===== src/rtl/sci_rx_param.sv =====
// Parametrised async serial receiver (DATA_BITS, OVERSAMPLE, PARITY, STOP_BITS) on the oversampled baud clock.
// Latency: word committed on the baud_clk edge that takes the final stop-bit sample.
// Backpressure: rx_valid held until rx_ack; a frame finishing while a word is held sets sticky rx_overrun.
module sci_rx_param #(
  parameter int DATA_BITS  = 8,
  parameter int OVERSAMPLE = 7,
  parameter int PARITY     = 0,
  parameter int STOP_BITS  = 1
) (
  input  logic                 baud_clk,
  input  logic                 rst,
  input  logic                 rxd,
  input  logic                 rx_ack,
  output logic [DATA_BITS-1:0] rx_data,
  output logic                 rx_valid,
  output logic                 rx_parity_err,
  output logic                 rx_frame_err,
  output logic                 rx_overrun,
  output logic                 rx_busy
);

  localparam int HALF  = (OVERSAMPLE - 1) / 2;
  localparam int CNT_W = $clog2(OVERSAMPLE);

  typedef enum logic [2:0] {
    S_IDLE,
    S_START,
    S_DATA,
    S_PARITY,
    S_STOP,
    S_WAIT_IDLE
  } state_t;

  // Line synchroniser plus one delay stage for edge detection.
  logic sync1_q, rxd_s_q, rxd_d_q;

  state_t               state_q, state_d;
  logic [CNT_W-1:0]     cnt_q, cnt_d;
  logic [3:0]           idx_q, idx_d;
  logic [DATA_BITS-1:0] shift_q, shift_d;
  logic                 perr_q, perr_d;
  logic                 ferr_q, ferr_d;

  logic [DATA_BITS-1:0] rx_data_q, rx_data_d;
  logic                 rx_valid_q, rx_valid_d;
  logic                 rx_perr_q, rx_perr_d;
  logic                 rx_ferr_q, rx_ferr_d;
  logic                 rx_ovr_q, rx_ovr_d;

  logic start_det;
  logic mid_bit;
  logic commit;
  logic frame_ferr;

  assign start_det = rxd_d_q & ~rxd_s_q;
  assign mid_bit   = (cnt_q == CNT_W'(OVERSAMPLE - 1));

  // Synchroniser flops preset to idle-high so reset never looks like a start edge.
  always_ff @(posedge baud_clk or posedge rst) begin
    if (rst) begin
      sync1_q <= 1'b1;
      rxd_s_q <= 1'b1;
      rxd_d_q <= 1'b1;
    end else begin
      sync1_q <= rxd;
      rxd_s_q <= sync1_q;
      rxd_d_q <= rxd_s_q;
    end
  end

  // Frame FSM state and datapath registers.
  always_ff @(posedge baud_clk or posedge rst) begin
    if (rst) begin
      state_q <= S_IDLE;
      cnt_q   <= '0;
      idx_q   <= '0;
      shift_q <= '0;
      perr_q  <= 1'b0;
      ferr_q  <= 1'b0;
    end else begin
      state_q <= state_d;
      cnt_q   <= cnt_d;
      idx_q   <= idx_d;
      shift_q <= shift_d;
      perr_q  <= perr_d;
      ferr_q  <= ferr_d;
    end
  end

  // Next-state logic: mid-bit sampling of start, data, parity and stop bits.
  always_comb begin
    state_d    = state_q;
    cnt_d      = cnt_q;
    idx_d      = idx_q;
    shift_d    = shift_q;
    perr_d     = perr_q;
    ferr_d     = ferr_q;
    commit     = 1'b0;
    frame_ferr = ferr_q;
    case (state_q)
      S_IDLE: begin
        if (start_det) begin
          cnt_d   = '0;
          perr_d  = 1'b0;
          ferr_d  = 1'b0;
          state_d = S_START;
        end
      end
      S_START: begin
        if (cnt_q == CNT_W'(HALF)) begin
          cnt_d = '0;
          idx_d = '0;
          // A line that is already high again at mid-start was a glitch.
          state_d = rxd_s_q ? S_IDLE : S_DATA;
        end else begin
          cnt_d = cnt_q + CNT_W'(1);
        end
      end
      S_DATA: begin
        if (mid_bit) begin
          cnt_d   = '0;
          shift_d = {rxd_s_q, shift_q[DATA_BITS-1:1]};
          if (idx_q == 4'(DATA_BITS - 1)) begin
            idx_d   = '0;
            state_d = (PARITY != 0) ? S_PARITY : S_STOP;
          end else begin
            idx_d = idx_q + 4'd1;
          end
        end else begin
          cnt_d = cnt_q + CNT_W'(1);
        end
      end
      S_PARITY: begin
        if (mid_bit) begin
          cnt_d   = '0;
          perr_d  = (PARITY == 1) ? (^shift_q ^ rxd_s_q) : ~(^shift_q ^ rxd_s_q);
          state_d = S_STOP;
        end else begin
          cnt_d = cnt_q + CNT_W'(1);
        end
      end
      S_STOP: begin
        if (mid_bit) begin
          cnt_d      = '0;
          frame_ferr = ferr_q | ~rxd_s_q;
          ferr_d     = frame_ferr;
          if (idx_q == 4'(STOP_BITS - 1)) begin
            idx_d   = '0;
            commit  = 1'b1;
            // After a framing error the line may be in break; wait for it to go idle.
            state_d = frame_ferr ? S_WAIT_IDLE : S_IDLE;
          end else begin
            idx_d = idx_q + 4'd1;
          end
        end else begin
          cnt_d = cnt_q + CNT_W'(1);
        end
      end
      S_WAIT_IDLE: begin
        if (rxd_s_q) state_d = S_IDLE;
      end
      default: state_d = S_IDLE;
    endcase
  end

  // Output handshake: commit loads when the slot is free or freed by a same-tick ack.
  always_comb begin
    rx_data_d  = rx_data_q;
    rx_valid_d = rx_valid_q;
    rx_perr_d  = rx_perr_q;
    rx_ferr_d  = rx_ferr_q;
    rx_ovr_d   = rx_ovr_q;
    if (commit) begin
      if (!rx_valid_q || rx_ack) begin
        rx_data_d  = shift_q;
        rx_perr_d  = perr_q;
        rx_ferr_d  = frame_ferr;
        rx_valid_d = 1'b1;
        rx_ovr_d   = 1'b0;
      end else begin
        rx_ovr_d = 1'b1;
      end
    end else if (rx_valid_q && rx_ack) begin
      rx_valid_d = 1'b0;
      rx_perr_d  = 1'b0;
      rx_ferr_d  = 1'b0;
      rx_ovr_d   = 1'b0;
    end
  end

  // Output word and status registers.
  always_ff @(posedge baud_clk or posedge rst) begin
    if (rst) begin
      rx_data_q  <= '0;
      rx_valid_q <= 1'b0;
      rx_perr_q  <= 1'b0;
      rx_ferr_q  <= 1'b0;
      rx_ovr_q   <= 1'b0;
    end else begin
      rx_data_q  <= rx_data_d;
      rx_valid_q <= rx_valid_d;
      rx_perr_q  <= rx_perr_d;
      rx_ferr_q  <= rx_ferr_d;
      rx_ovr_q   <= rx_ovr_d;
    end
  end

  assign rx_data       = rx_data_q;
  assign rx_valid      = rx_valid_q;
  assign rx_parity_err = rx_perr_q;
  assign rx_frame_err  = rx_ferr_q;
  assign rx_overrun    = rx_ovr_q;
  assign rx_busy       = (state_q != S_IDLE);

endmodule


===== config.mk =====
export PLATFORM = sky130hd
export DESIGN_NAME = sci_rx_param
export DESIGN_NICKNAME = d
export VERILOG_FILES = /design/src/rtl/sci_rx_param.sv
export SDC_FILE = /design/constraint.sdc
export NUM_CORES = 1
export LEC_CHECK = 0
export CAP_MARGIN = 20
export CORE_MARGIN = 2
export CORE_UTILIZATION = 55
export CTS_CLUSTER_DIAMETER = 50
export DETAILED_ROUTE_END_ITERATION = 7
export PLACE_DENSITY_LB_ADDON = 0.3
export SKIP_CTS_REPAIR_TIMING = 1
export SYNTH_ARGS = -nofsm -noshare
export SYNTH_HDL_FRONTEND = slang
export SYNTH_SLANG_ARGS = --single-unit

===== constraint.sdc =====
create_clock -name baud_clk -period 2.2 [get_ports baud_clk]
set_input_delay 0.22 -clock baud_clk [delete_from_list [all_inputs] [get_ports baud_clk]]
set_output_delay 0.22 -clock baud_clk [all_outputs]
set_load 0.005 [all_outputs]

# Word level (Yosys, flattened, before mapping)
# Cells that the tools add are included.
totals:
  reg_bits: 35
  latchBits: 0
  ramBits: 0
  mem_bits_ro: 0
  input_bits: 4
  word_cells: 98
  n_memories: 0
op_classes:
  n_addsub: 2
  multipliers: 0
  div: 0
  n_lt_le_gt_ge: 0
  eq_ne: 17
  shifts: 0
  muxes: 39
  bitwise: 5
  n_reduce_logical: 21
op_table:
  columns: ["op", "n"]
  rows:
  - ["3-bit two-way mux", 12]
  - ["4-bit two-way mux", 5]
  - ["3-bit one-hot mux with 6 select lines", 1]
  - ["1-bit two-way mux", 16]
  - ["2-bit inequality test, second input constant", 8]
  - ["4-bit one-hot mux with 3 select lines", 1]
  - ["2-bit AND reduction", 5]
  - ["3-bit by 2-bit equality test with 1-bit output, second input constant", 3]
  - ["3-bit equality test, second input constant", 3]
  - ["3-bit one-hot mux with 3 select lines", 1]
  - ["3-bit nonzero test", 3]
  - ["8-bit AND reduction", 1]
  - ["8-bit XOR reduction", 1]
  - ["2-bit nonzero test", 3]
  - ["4-bit by 1-bit adder with 4-bit output, second input constant", 1]
  - ["4-bit by 3-bit equality test with 1-bit output, second input constant", 1]
  - ["4-bit zero test", 1]
  - ["1-bit one-hot mux with 2 select lines", 2]
  - ["4-bit AND reduction", 1]
  - ["3-bit by 1-bit adder with 3-bit output, second input constant", 1]
  - ["3-bit by 1-bit equality test with 1-bit output, second input constant", 1]
  - ["3-bit zero test", 1]
  - ["3-bit AND reduction", 1]
  - ["3-bit OR reduction", 1]
  - ["9 further kinds", 10]

# Longest topological paths before layout
logic_depth:
  word_depth: 6
  mapped_depth: 7
  ltp_nobuf: 7

# Worst setup path before layout
# OpenSTA, ideal clock, no wires.
synth_path:
  kind: "reg2reg"
  start: "register cnt_q[0]"
  end: "register rx_data_q[0] (netlist: rx_data[0])"
  setup_time_ns: 0.125
  t_arrival_ns: 1.520
  path_slack_ns: 0.555
  stages_incl_launch_ff: 8
  period_less_slack_ns: 1.645
  path_cell_list: "dfrtp_1 -> inv_1 -> ha_1 -> and2_1 -> and3_1 -> buf_6 -> nand2_8 -> mux2_4"
synth_via:
  elab_chain_len: 4
synth_lines:
  columns: ["element", "line_no", "text"]
  rows:
  - ["from (decl)", "38", "logic [CNT_W-1:0] cnt_q, cnt_d;"]
  - ["from (signal assigned)", "82", "cnt_q <= cnt_d;"]
  - ["3-bit equality test", "56", "assign mid_bit = (cnt_q == CNT_W'(OVERSAMPLE - 1));"]
  - ["1-bit two-way mux", "143", "if (mid_bit) begin"]
  - ["1-bit two-way mux", "100", "case (state_q)"]
  - ["2-bit AND reduction (no line)", null, null]
  - ["to (signal assigned)", "200", "rx_data_q <= rx_data_d;"]
  - ["to (decl)", "44", "logic [DATA_BITS-1:0] rx_data_q, rx_data_d;"]
# No other way between the ends.
# A chain may end at the register's enable or synchronous reset.

# Final worst setup path
layout_path:
  start: "register state_q[1]"
  end: "output rx_busy"
layout_via:
  elab_chain_len: 1
layout_lines:
  columns: ["element", "line_no", "text"]
  rows:
  - ["from (decl)", "37", "state_t state_q, state_d;"]
  - ["from (signal assigned)", "81", "state_q <= state_d;"]
  - ["3-bit nonzero test", "213", "assign rx_busy = (state_q != S_IDLE);"]
  - ["to (decl)", "19", "output logic rx_busy"]
# No other way between the ends.

==> out/metrics.csv <==
metric,value,unit
result of the run,"complete, no violations",
cell taking the most area after synthesis,sky130_fd_sc_hd__dfrtp_1,
total number of vias,1297,
synthesis-to-finish area growth,13.48,%
final period utilization,95.82,%
die height,62.38,microns
max-slew violations,0,
sort of element at the start of the critical path,flop,
most common cell in the netlist,sky130_fd_sc_hd__dfrtp_1,
first-pass iteration count of the detailed router,4,
worst path arrival time,1.89,ns
worst reg2reg startpoint,cnt_q[0],
setup violators final,0,
HPWL Detailed,2.582,mm
Max Fanout on Critical Path,10,
Std-Cell Rows,21,
total length of routed wires,3.477,mm
overall routing resource usage,20.71,%
Max Buffers Root-to-Sink,2,
chip width,62.38,microns
synth cell count leaders,"sky130_fd_sc_hd__dfrtp_1, sky130_fd_sc_hd__inv_1, sky130_fd_sc_hd__nor2_1, sky130_fd_sc_hd__a21oi_1, sky130_fd_sc_hd__nand2_1",
number of enable flip-flop cells after synthesis,0,
power density normalized to cell area,777.4,nW/um^2
aggregate negative setup slack,0,ns
post-synth top area share,42.72,%
maximum vdd ir drop,0.5414,mV
count of unresolved DRC violations after routing,0,
H-tree levels,2,
"Hold Violations, Final",0,
"Reg clk slew, reported paths",0.11,ns
Max-Cap Viols,0,
Iteration-0 DRC Markers,97,
critical path cell sequence,buf_4 -> or3_1 -> clkdlybuf4s50_1,
endpoint required time on the critical path,1.98,ns
global-route wire length before repair,6.334,mm
layout cell share with drive strength beyond 1,19.68,%
Placed Area,2073,sq um
antenna diode count,0,
standard cell core area,3311,sq um
most frequently used flop master after synthesis,sky130_fd_sc_hd__dfrtp_1,
count of yosys warnings during synthesis,0,
Mapped Avg Cell Area,11.22,sq um
Worst slew margin,65.25,%
number of buffers inserted during clock tree synthesis,5,
critical-path cell with the highest stage delay,sky130_fd_sc_hd__dfrtp_1,
Total Die Area,3891,sq um
final setup margin,0.09187,ns
synthesized cell area,1874,sq um
drt wl/cell,14.86,microns
vias in the first global route,1285,
setup slack at placement,0.2485,ns
setup repair after global routing missed its margin,false,
Via-to-Cell Ratio,5.543,
worst min path class,in -> async,
synthesized netlist net count,178,
register area share after synthesis,46.93,%
post-detailed-route count of antenna-violating nets,0,
skew final,0.01556,ns
leakage power figure,0.0009615,uW
largest net degree at the start of global routing,36,
fin nets,198,
leading cell types by total area after synthesis,"sky130_fd_sc_hd__dfrtp_1, sky130_fd_sc_hd__mux2_4, sky130_fd_sc_hd__mux2_2",
I/O pin count,17,
RD Place Congestion,0.8851,
register bit total from synthesis,35,
crit end category,primary output,
TritonCTS clock tree,built,
"Min Clock Period, post-route",2.108,ns
maximum achievable frequency,474.4,MHz
Syn Inst Count,167,
initial antenna violation count,0,
"Power, Total",1653,uW
largest stage delay on the critical path,0.50,ns
# fillers,267,
Port Buf Inserts,16,
Congestion Overflow GR,0,
sink count of the clock tree,35,
worst-skew pair later-pin latency,0.34,ns
slew at the pin closest to its max-slew limit,0.5201,ns
number of unique standard cell types used by synthesis,45,
starting density of the core,56.61,%
"Design Area, Final",2127,sq um
path type of the worst setup path,reg -> out,
critical path startpoint,state_q[1],
fraction of registers with async set/reset,100.0,%
root buffer cell,sky130_fd_sc_hd__clkbuf_4,
[per-stage QoR]
stage / cells / hold slack (ns) / utilization (%)
global route: 234 / 0.2809 / 64.25
floorplan: 167 / 0.2245 / -
detailed placement: 226 / 0.3472 / 62.62
finish: 234 / 0.2565 / 64.25
CTS: 234 / 0.2766 / 64.25
global placement: 226 / 0.3472 / 62.62
[flip-flops by register name, indices dropped and copies added (netlist names)]
signal and flops:
rx_frame_err 1, perr_q 1, ferr_q 1, shift_q 8, rx_overrun 1, rx_valid 1
state_q 3, cnt_q 3, idx_q 4, sync1_q 1, rx_parity_err 1, rxd_s_q 1
rx_data 8, rxd_d_q 1
[placed cells by master (no fill, tap or decap), types with 5 or more instances in the layout]
cell / n
sky130_fd_sc_hd__a21oi_1: 10
sky130_fd_sc_hd__clkbuf_4: 5
sky130_fd_sc_hd__clkdlybuf4s50_1: 16
sky130_fd_sc_hd__dfrtp_1: 32
sky130_fd_sc_hd__ha_1: 7
sky130_fd_sc_hd__inv_1: 12
sky130_fd_sc_hd__mux2_2: 8
sky130_fd_sc_hd__mux2_4: 8
sky130_fd_sc_hd__nand2_1: 10
sky130_fd_sc_hd__nor2_1: 11
sky130_fd_sc_hd__o21ai_0: 9
sky130_fd_sc_hd__xnor2_1: 6
[logic make-up (layout without fill, tap and decap cells)]
group,count (synthesis),count (layout),synth area share (%)
AND/OR/NAND/NOR,45,45,14.15
adder cells (fa/ha/maj),7,7,4.673
XOR/XNOR,8,8,4.473
flip-flops,35,35,46.93
AO/OA/AOI/OAI,37,37,13.42
buffers and inverters,18,39,4.605
multiplexers,17,17,11.75
[final timing paths]
kind,slack [ns],endpoint,cells past startpoint
worst max-delay path,0.09,rx_busy,3
worst min-delay path,0.26,state_q[0],3
worst max register to register,0.23,rx_data[1],6
worst min register to register,0.36,rxd_s_q,0
max in group asynchronous,1.60,rxd_d_q,3
min in group baud_clk,0.29,sync1_q,1
[per-layer routing]
metal	part of all wire (%)	track usage (%)
met5	0	0
met4	1.0	5.833
met1	46	28.35
met3	4.3	5.405
met2	48	33.02
[power by group]
group	total, uW	leakage [uW]	switching, uW	internal (uW)
Clock	341	0.0000282	218	123
Sequential	803	0.000473	99.4	704
Combinational	510	0.000461	273	237
Total	1650	0.000961	590	1060
[cell type report]
cell class	instances	area, sq um	area share [%]
clock inverters	2	12.51	0.5882
multi-input cells	114	908.4	42.71
inverters	12	45.04	2.118
flip-flops and latches	35	879.6	41.35
clock buffers	6	41.29	1.941
well taps	46	57.56	2.706
repair buffers	19	182.7	8.588
[critical path: cells and delay by family, from the launching register on]
family                 cells  cell delay [ns]
buffers and inverters      2             0.68
flip-flops                 1             0.50
AND/OR/NAND/NOR            1             0.36
No activity file was read; power rests on OpenSTA's default activity.
